**src/rtl/qp_channel_arbiter.sv**
```systemverilog
// qp_channel_arbiter: round-robin sharing of one Q/P-channel slave among N requesters
module qp_channel_arbiter #(
  parameter int N = 4,
  parameter int QW = 32,
  parameter int PW = 32,
  parameter int TIMEOUT = 64
) (
  input  logic            CLK,
  input  logic            RST,
  input  logic [N-1:0]    UP_QVALID,
  input  logic [N*QW-1:0] UP_QDATA,
  output logic [N-1:0]    UP_QREADY,
  output logic [N-1:0]    UP_PVALID,
  output logic [PW-1:0]   UP_PDATA,
  output logic            UP_PERR,
  output logic            DN_QVALID,
  output logic [QW-1:0]   DN_QDATA,
  input  logic            DN_QREADY,
  input  logic            DN_PVALID,
  input  logic [PW-1:0]   DN_PDATA,
  output logic            BUSY,
  output logic            STRAY
);
  localparam int GW = $clog2(N);
  localparam int CW = $clog2(TIMEOUT + 2);
  localparam logic [CW-1:0] TO = CW'(TIMEOUT);
  localparam logic [N-1:0] ONE = {{(N-1){1'b0}}, 1'b1};
  typedef enum logic [1:0] {IDLE, REQ, RESP} state_t;
  state_t state, state_n;
  logic [GW-1:0] ptr, grant, sel;
  logic [CW-1:0] cnt;
  logic [QW-1:0] q_data;
  logic q_valid, tmo, done;
  assign tmo = (TIMEOUT != 0) && (cnt == TO);
  assign done = (state == RESP) && (DN_PVALID || tmo);
  // first requesting index at or above the pointer, wrapping; lowest offset wins
  always_comb begin
    sel = ptr;
    for (int i = N - 1; i >= 0; i--)
      if (UP_QVALID[(int'(ptr) + i) % N]) sel = GW'((int'(ptr) + i) % N);
  end
  // next state: grant from IDLE, accept in REQ, response or timeout in RESP
  always_comb begin
    state_n = state;
    state_n = (state == IDLE) ? (|UP_QVALID ? REQ : IDLE) :
              (state == REQ)  ? (DN_QREADY ? RESP : REQ) :
              (done ? IDLE : RESP);
  end
  // state, captured grant/payload, response counter and priority pointer
  always_ff @(posedge CLK) begin
    if (RST) begin
      state <= IDLE;
      ptr <= '0;
      grant <= '0;
      cnt <= '0;
      q_data <= '0;
      q_valid <= 1'b0;
    end else begin
      state <= state_n;
      q_valid <= state_n == REQ;
      cnt <= (state == RESP) ? cnt + 1'b1 : '0;
      if (state == IDLE && |UP_QVALID) begin
        grant <= sel;
        q_data <= UP_QDATA[sel*QW +: QW];
      end
      if (done) ptr <= (grant == GW'(N - 1)) ? '0 : grant + 1'b1;
    end
  end
  assign DN_QVALID = q_valid;
  assign DN_QDATA = q_data;
  assign UP_QREADY = (state == REQ && DN_QREADY) ? ONE << grant : '0;
  assign UP_PVALID = done ? ONE << grant : '0;
  assign UP_PERR = done && !DN_PVALID;
  assign UP_PDATA = (state == RESP && DN_PVALID) ? DN_PDATA : '0;
  assign BUSY = state != IDLE;
  assign STRAY = DN_PVALID && state != RESP;
endmodule

```
**config.mk**
```make
export PLATFORM = sky130hd
export DESIGN_NAME = qp_channel_arbiter
export DESIGN_NICKNAME = d
export VERILOG_FILES = /design/src/rtl/qp_channel_arbiter.sv
export SDC_FILE = /design/constraint.sdc
export NUM_CORES = 1
export LEC_CHECK = 0
export ABC_AREA = 1
export CELL_PAD_IN_SITES_DETAIL_PLACEMENT = 0
export CELL_PAD_IN_SITES_GLOBAL_PLACEMENT = 1
export CORE_MARGIN = 2
export CORE_UTILIZATION = 35
export DETAILED_ROUTE_END_ITERATION = 8
export DONT_BUFFER_PORTS = 1
export PLACE_DENSITY_LB_ADDON = 0.1
export SLEW_MARGIN = 20
export SYNTH_ARGS = -nofsm -noshare
export SYNTH_HDL_FRONTEND = slang
export SYNTH_SLANG_ARGS = --single-unit
```
**constraint.sdc**
```tcl
create_clock -name CLK -period 2.5 [get_ports CLK]
set_clock_uncertainty 0.1 [all_clocks]
set_input_delay 0.625 -clock CLK [delete_from_list [all_inputs] [get_ports CLK]]
set_output_delay 0.625 -clock CLK [all_outputs]
set_load 0.005 [all_outputs]
```
==> results of run 1 <==
-- state kept, by name (all words and copies together), names as in the netlist --
signal / count
DN_QDATA: 32
cnt: 7
grant: 2
ptr: 2
state: 2
DN_QVALID: 1
-- repair_timing --
action,in CTS,in global routing
hold buffers,0,0
setup endpoints to repair,0,4
setup buffers,0,1
resized for setup,0,2
-- layout make-up --
cell class                      instances  area share, %
Tap cell                              143           4.11
Clock buffer                            7           3.27
Inverter                              222           19.2
Sequential cell                        46           21.1
Multi-Input combinational cell        452           47.8
Clock inverter                          1          0.115
Timing Repair Buffer                   17           4.36
-- worst max-delay path: stages (launching register included) --
cell and delay [ps]:
dfxtp_1 340, inv_1 60, ha_1 150, nand2_1 60, nor3_2 120, nand4_1 160, nand2_1 110, inv_1 130
nor2_1 190
-- cells by family after synthesis --
family,after synthesis,share of synthesized area [%]
simple gates,431,46.6
buf+inv,266,26.8
flops,46,22.5
compound gates,13,1.78
fa+ha+maj,6,1.84
xor+xnor,2,0.429
-- cell usage in the layout (no fill, tap or decap), drive strengths merged --
cell type,instances
nor3,3
clkbuf,7
inv,222
buf,17
a211oi,1
nand2,106
o21ai,3
nor4,1
o211ai,1
nand3,202
dfxtp,46
xor2,1
clkinv,1
nand4,1
nand3b,1
xnor2,1
o21a,1
ha,6
a21oi,7
nor2,116
nor3b,1
-- report_power, final --
part / total [mW] / leakage, nW / internal, mW / switching (mW)
Sequential: 0.982 / 0.381 / 0.865 / 0.117
Combinational: 1.18 / 2.28 / 0.428 / 0.750
Clock: 0.695 / 0.0739 / 0.398 / 0.297
-- layer usage --
| layer | vias to the layer above | routed length, µm |
|---|---|---|
| met3 | 17 | 854 |
| met2 | 181 | 6750 |
| li1 | 2224 | - |
| met5 | - | 0 |
| met1 | 1929 | 5170 |
| met4 | 0 | 298 |
-- worst max-delay path by stage --
stage | from | to | cells past startpoint
floorplan | UP_QVALID[1] | DN_QDATA[0] | 15
global placement | UP_QVALID[3] | DN_QDATA[20] | 15
detailed placement | UP_QVALID[1] | DN_QDATA[22] | 14
CTS | cnt[0] | UP_PVALID[3] | 8
global route | cnt[0] | UP_PVALID[2] | 8
finish | cnt[0] | UP_PVALID[3] | 8
==> results.yml, run 1 <==
status:
  status: "completed"
synth:
  netlist_instances: 764
  ys_seq_elements: 46
  synth.cells.most_frequent: "218 x inv_1, 201 x nand3_1, 116 x nor2_1"
  synth.distinct_cells: 26
  yosysTopAreaCellShare_pct: 24.6
  synth_flop_cell: "dfxtp_1"
  post_synthesis_mean_instance_area_um2: 5.35
  netlist_area_mm2: 0.00409
  yosys_warning_count: 0
  asyncSetResetFlopFracSynth_pct: 0
  number_of_enable_type_register_cells_in_the_synthesized_netlist: 0
  mappedNetlistNets: 938
  yosysMostFrequentCell: "inv_1"
  synth.yosys.seq_area_share_pct: 22.5
  synth_area_leader_cell: "nand3_1"
  synthTopCellsByArea: "nand3_1 25%, dfxtp_1 23%, inv_1 20%"
setup_path:
  timing.reg2reg.worst_path_depth: 14
  critPathRequiredTime_ps: 1770
  crit_fanout: 8
  cp_data_arrival_time_ps: 1630
  worstSetupEndpointType: "output pin"
  rr_startpoint: "ptr[0]"
  path_class: "reg -> out"
  setup.reg_to_reg.worst_slack_ps: 370
  reg2reg_to: "DN_QDATA[25]"
  crit_path_start_kind: "flop"
finish:
  postLayoutCellArea_mm2: 0.00436
  nFillCells: 1309
  multi_input_area_mm2: 0.00208
  insertedDiodeCount: 0
  postLayoutCoreUtil_pct: 38.2
  syn2layout_area_growth_pct: 6.64
  layout-drive-gt1-share_pct: 4.97
  final-instance-count-excl-fill: 888
  number_of_nets_in_the_layout: 918
  seqCellArea_um2: 921
timing:
  fin_tns_setup_ps: 0
  slew_headroom_pct: 67.3
  timing_worst_slew_pin_value_ps: 491
  final_max_slew_viol_count: 0
  final_min_period_over_clock_period_pct: 94.0
  hold-worst-slack_ps: 304
  setup-violations-final: 0
  setup_ws_ps: 149
  finalWorstPathRequiredPeriod_ps: 2350
  timing.final.hold_violations: 0
  max_clock_freq_mhz: 425
drt:
  postRouteAntennaNets: 0
  routedWlPerCell_um: 14.7
  detailedRoute.firstIterationViolations: 260
  vias: 4351
  detail_route.first_pass.iterations: 4
  post-route-drc-count: 0
  post_drt_via_cell_ratio: 4.90
  finalWirelength_um: 13100
placement:
  gp_congestion: 0.866
  dpl_cell_area_mm2: 0.00420
  place.port_buffers: 0
  placement.setup.worst_slack_ps: 339
  dp_cells: 879
  place_hpwl_um: 9900
min_path:
  worst_min_delay_path_startpoint: "RST"
  hold_path_end: "DN_QVALID"
  min_path_type: "in -> reg"
  hold_path_depth: 1
clocking:
  cts_inserted_buffers: 5
  cts.reportedPaths.clkPinSlew_ps: 70
  htree_levels: 2
  clk_path_buf_depth: 2
  cts_tree: "built"
  worst_skew_pair.late_latency_ps: 290
  clockRootBuffer: "clkbuf_16"
  cts.sink_count: 46
grt:
  grt_antenna_before_repair: 0
  track_usage_pct: 20.2
  met3_track_demand_over_resource_in_global_routing_pct: 3.94
  maximum_number_of_pins_on_one_net_before_global_route_repair: 54
  grtUsageMet1_pct: 22.9
  grt_first_pass_wirelength_um: 20400
  grt_util_met2_pct: 37.9
  global_route.overflow_total: 0
  number_of_global_route_vias_before_repair: 4022
  grt_busiest_layer: "met2"
floorplan:
  row_count: 39
  die_area_mm2: 0.0126
  core_area_mm2: 0.0114
  die_y_um: 112
  initial_core_util_pct: 35.8
  design.portCount: 244
  fp.dieW_um: 112
power_and_ir_drop:
  total_leakage_power_nw: 2.73
  irDropWorstVdd_mv: 0.315
  power-per-cell-area_mw_per_mm2: 655
  report.power.total_mw: 2.85
flow_run:
  maxCapViolCount: 0
No activity file was read; power rests on OpenSTA's default activity.
==> inputs of run 2 (changes only) <==
Settings changed: TNS_END_PERCENT set to 5.
==> results.yml, run 2 (same netlist as run 1, synthesis figures left out) <==
status:
  status: "completed"
power_and_ir_drop:
  irDropWorstVdd_mv: 0.315
  total_leakage_power_nw: 2.73
  report.power.total_mw: 2.85
  power-per-cell-area_mw_per_mm2: 657
floorplan:
  die_area_mm2: 0.0126
  initial_core_util_pct: 35.8
  row_count: 39
  fp.dieW_um: 112
  core_area_mm2: 0.0114
  design.portCount: 244
  die_y_um: 112
finish:
  largest_reg_flops: 32
  multi_input_area_mm2: 0.00208
  syn2layout_area_growth_pct: 6.28
  layout-drive-gt1-share_pct: 4.57
  postLayoutCoreUtil_pct: 38.0
  number_of_nets_in_the_layout: 917
  final-instance-count-excl-fill: 887
  insertedDiodeCount: 0
  layout_common_cells: "218 x inv_1, 201 x nand3_1, 115 x nor2_1"
  seqCellArea_um2: 921
  nFillCells: 1310
  final_common_cell: "inv_1"
clocking:
  cts.reportedPaths.clkPinSlew_ps: 70
  cts.sink_count: 46
  cts_inserted_buffers: 5
  htree_levels: 2
  clk_path_buf_depth: 2
  cts_hold_buf: 0
  post-cts-setup-buffers: 0
  cts_resized: 0
  worst_skew_pair.late_latency_ps: 290
  cts_tree: "built"
  clockRootBuffer: "clkbuf_16"
drt:
  finalWirelength_um: 13100
  postRouteAntennaNets: 0
  detail_route.first_pass.iterations: 4
  detailedRoute.firstIterationViolations: 255
  routedWlPerCell_um: 14.7
  post_drt_via_cell_ratio: 4.93
  vias: 4371
  post-route-drc-count: 0
timing:
  max_clock_freq_mhz: 422
  slew_headroom_pct: 67.2
  final_min_period_over_clock_period_pct: 94.7
  grt_setup_unrepaired: "true"
  finalWorstPathRequiredPeriod_ps: 2370
  setup-violations-final: 0
  hold-worst-slack_ps: 315
  timing_worst_slew_pin_value_ps: 492
  timing.final.hold_violations: 0
  final_max_slew_viol_count: 0
flow_run:
  maxCapViolCount: 0
min_path:
  min_path_type: "in -> reg"
setup_path:
  critical_path.max_stage_delay_ps: 340
  critPathRequiredTime_ps: 1770
  crit_buf_inv: 2
  crit_path_top_delay_cell: "dfxtp_1"
  crit_fanout: 8
  worstSetupEndpointType: "output pin"
  cp_data_arrival_time_ps: 1640
  path_class: "reg -> out"
  crit_family: "simple AND/OR/NAND/NOR gates"
  crit_path_start_kind: "flop"
  cells_along_the_critical_path: "inv_1, ha_1, nand2_1, nor3_1, nand4_1, nand2_1, inv_1, nor2_1"
placement:
  place.port_buffers: 0
  gp_congestion: 0.866
  place_hpwl_um: 9900
  dp_cells: 879
grt:
  maximum_number_of_pins_on_one_net_before_global_route_repair: 54
  global_route.overflow_total: 0
  grt_antenna_before_repair: 0
  track_usage_pct: 20.2
  number_of_global_route_vias_before_repair: 4022
  grt_first_pass_wirelength_um: 20400
==> run 2: changes by cell type in the layout (fill, tap and decap cells not counted) <==
cell / before / now
buf_4: 12 / 11
nor2_1: 114 / 115
nor2_2: 1 / 0
nor3_1: 2 / 3
nor3_2: 1 / 0
==> run 2: per-layer routing <==
metal | vias up | global-route usage (%) | part of all wire (%)
li1 | 2223 | - | -
met1 | 1948 | 22.9 | 41
met2 | 180 | 37.9 | 51
met3 | 20 | 3.94 | 6.3
met4 | 0 | 6.75 | 2.5
met5 | - | 0 | 0
==> run 2: layout make-up <==
class,instances,share of cell area (%)
clock buffer,7,3.28
clock inverter,1,0.115
inverter,222,19.2
multi-input combinational,452,47.8
sequential,46,21.2
tap,143,4.12
timing repair buffer,16,4.21
==> run 2: through the flow <==
step / TNS (ps) / setup WS [ps] / cell area (µm²)
floorplan: 0 / 572 / 4090
global placement: 0 / 363 / 4200
detailed placement: 0 / 339 / 4200
CTS: 0 / 52.7 / 4340
global route: -92.3 / -32.5 / 4340
finish: 0 / 132 / 4340
==> run 2: worst register-to-register path, cell delays in order, from the launching register on <==
cell,delay [ps]
dfxtp_1,560
inv_4,110
nand2_1,80
nand2_1,70
nand2_1,90
nand2_1,60
nand2_1,70
nand2_2,70
nand3_2,120
buf_12,260
nand3_1,170
nand3_1,110
nand3_1,60
nand2_1,70
inv_1,30
==> run 2: worst paths after layout <==
check	from	endpoint	slack (ps)	cells after the start
setup / recovery	cnt[0]	UP_PVALID[3]	130	8
hold / removal	RST	DN_QVALID	310	1
setup reg to reg	ptr[0]	DN_QDATA[22]	370	14
hold reg to reg	cnt[0]	cnt[0]	360	1
==> run 2: where the power goes <==
group          switching (mW)  leakage, nW  internal (mW)  total, mW
clock network           0.298       0.0739          0.398      0.695
registers               0.117        0.381          0.865      0.982
logic                   0.748         2.27          0.428       1.18
==> inputs of run 3 (changes only) <==
Settings changed: ABC_AREA 1 to not set, CORE_AREA set to 2 2 95 97, CORE_MARGIN 2 to not set, CORE_UTILIZATION 35 to not set, DIE_AREA set to 0 0 97 99.
==> results.yml, run 3 <==
synth:
  mappedNetlistNets: 492
  synth.yosys.seq_area_share_pct: 31.3
  yosysMostFrequentCell: "dfxtp_1"
  synth.cells.most_frequent: "46 x dfxtp_1, 41 x and2_1, 39 x inv_1"
  asyncSetResetFlopFracSynth_pct: 0
  number_of_enable_type_register_cells_in_the_synthesized_netlist: 0
  ys_seq_elements: 46
  yosysTopAreaCellShare_pct: 31.3
  netlist_instances: 318
  post_synthesis_mean_instance_area_um2: 9.25
  synth.distinct_cells: 43
  netlist_area_mm2: 0.00294
  synth_flop_cell: "dfxtp_1"
  yosys_warning_count: 0
  synthTopCellsByArea: "dfxtp_1 31%, mux2i_1 12%, o221ai_2 11%"
  synth_area_leader_cell: "dfxtp_1"
finish:
  number_of_nets_in_the_layout: 491
  syn2layout_area_growth_pct: 8.09
  largest_reg_flops: 32
  nFillCells: 881
  insertedDiodeCount: 0
  layout_common_cells: "46 x dfxtp_1, 41 x and2_1, 39 x inv_1"
  final-instance-count-excl-fill: 426
  seqCellArea_um2: 921
  multi_input_area_mm2: 0.00174
  final_common_cell: "dfxtp_1"
  layout-drive-gt1-share_pct: 16.4
clocking:
  post-cts-setup-buffers: 0
  htree_levels: 2
  cts_inserted_buffers: 5
  worst_skew_pair.late_latency_ps: 300
  cts.sink_count: 46
  cts_resized: 0
  cts.reportedPaths.clkPinSlew_ps: 90
  cts_hold_buf: 0
  clockRootBuffer: "clkbuf_8"
  cts_tree: "built"
  clk_path_buf_depth: 2
setup_path:
  path_class: "reg -> out"
  cp_data_arrival_time_ps: 1530
  cells_along_the_critical_path: "inv_1, ha_1, nand4_1, a21oi_1, and2_1"
  crit_fanout: 5
  crit_path_top_delay_cell: "dfxtp_1"
  critPathRequiredTime_ps: 1770
  worstSetupEndpointType: "output pin"
  critical_path.max_stage_delay_ps: 360
  crit_path_start_kind: "flop"
power_and_ir_drop:
  total_leakage_power_nw: 1.22
  power-per-cell-area_mw_per_mm2: 546
  irDropWorstVdd_mv: 0.221
drt:
  vias: 2442
  detail_route.first_pass.iterations: 4
  post_drt_via_cell_ratio: 5.73
  detailedRoute.firstIterationViolations: 93
  postRouteAntennaNets: 0
  finalWirelength_um: 8320
  post-route-drc-count: 0
  routedWlPerCell_um: 19.5
placement:
  place.port_buffers: 0
  place_hpwl_um: 6540
  dp_cells: 418
  gp_congestion: 0.785
timing:
  slew_headroom_pct: 74.5
  setup-violations-final: 0
  timing.final.hold_violations: 0
  grt_setup_unrepaired: "false"
  finalWorstPathRequiredPeriod_ps: 2250
  final_max_slew_viol_count: 0
  final_min_period_over_clock_period_pct: 90.1
  fin_tns_setup_ps: 0
  timing_worst_slew_pin_value_ps: 378
  max_clock_freq_mhz: 444
grt:
  number_of_global_route_vias_before_repair: 2454
  track_usage_pct: 15.9
  grt_antenna_before_repair: 0
  maximum_number_of_pins_on_one_net_before_global_route_repair: 33
  global_route.overflow_total: 0
  grt_first_pass_wirelength_um: 12400
floorplan:
  die_area_mm2: 0.00960
  design.portCount: 244
  initial_core_util_pct: 34.4
  row_count: 34
  core_area_mm2: 0.00855
  die_y_um: 99
  fp.dieW_um: 97
min_path:
  min_path_type: "in -> reg"
flow_run:
  maxCapViolCount: 0
status:
  status: "completed"
[run 3: cell types whose count changed after synthesis, moves of 11 or more]
cell      delta
mux2i_1     +34
a22oi_1     +32
nand2_1     -99
o221ai_2    +21
nor2_1      -97
nand3_1    -197
buf_2       -20
and2_1      +41
o221ai_1    +11
inv_1      -179
[run 3: critical path, delay by kind of cell, from the launching register on]
| kind | cells | cell delay, ps |
|---|---|---|
| fa+ha+maj | 1 | 150 |
| compound gates | 1 | 330 |
| simple gates | 2 | 320 |
| flops | 1 | 360 |
| buf+inv | 1 | 70 |
[run 3: power breakdown]
part	switching (mW)	internal, mW
clock network	0.259	0.224
logic	0.190	0.169
registers	0.0749	0.819
total	0.524	1.21
[run 3: metrics by stage]
| stage | setup slack, ps | power, mW | utilization (%) | instance area [µm²] | hold slack (ps) |
|---|---|---|---|---|---|
| detailed placement | 211 | 1.27 | 36.1 | 3090 | 367 |
| global route | 120 | 1.83 | 37.2 | 3180 | 266 |
| global placement | 251 | 1.27 | 36.1 | 3090 | 369 |
| floorplan | 389 | 1.18 | - | 2940 | 341 |
| CTS | 213 | 1.77 | 37.2 | 3180 | 271 |
| finish | 248 | 1.74 | 37.2 | 3180 | 287 |
[run 3: path summary, 6_finish.rpt]
kind,from,endpoint,slack (ps),cells after the start
hold / removal,RST,state[0],290,1
hold reg to reg,cnt[0],cnt[0],390,1
setup reg to reg,ptr[0],DN_QDATA[23],450,6
setup / recovery,cnt[0],UP_PVALID[2],250,5
[run 3: metal layers]
metal  global-route usage (%)  vias to the layer above  wire length, µm
li1                         -                     1136                -
met5                        0                        -                0
met4                     4.55                        0              123
met1                     18.0                     1119             3130
met3                     3.83                       10              724
met2                     29.8                      177             4340
[run 3: layout make-up]
cell class,instances,area share [%]
Inverter,39,4.61
Sequential cell,46,29.0
Multi-Input combinational cell,213,54.9
Clock inverter,1,0.157
Clock buffer,7,2.72
Timing Repair Buffer,12,4.41
Tap cell,108,4.25
[run 3: cells by family (layout without fill, tap and decap cells)]
logic type,Yosys count,in the layout,synth area share (%)
simple gates,90,90,18.3
xor+xnor,5,5,1.49
mux,34,34,11.6
buf+inv,59,59,9.53
flops,46,46,31.3
fa+ha+maj,6,6,2.55
compound gates,78,78,25.2
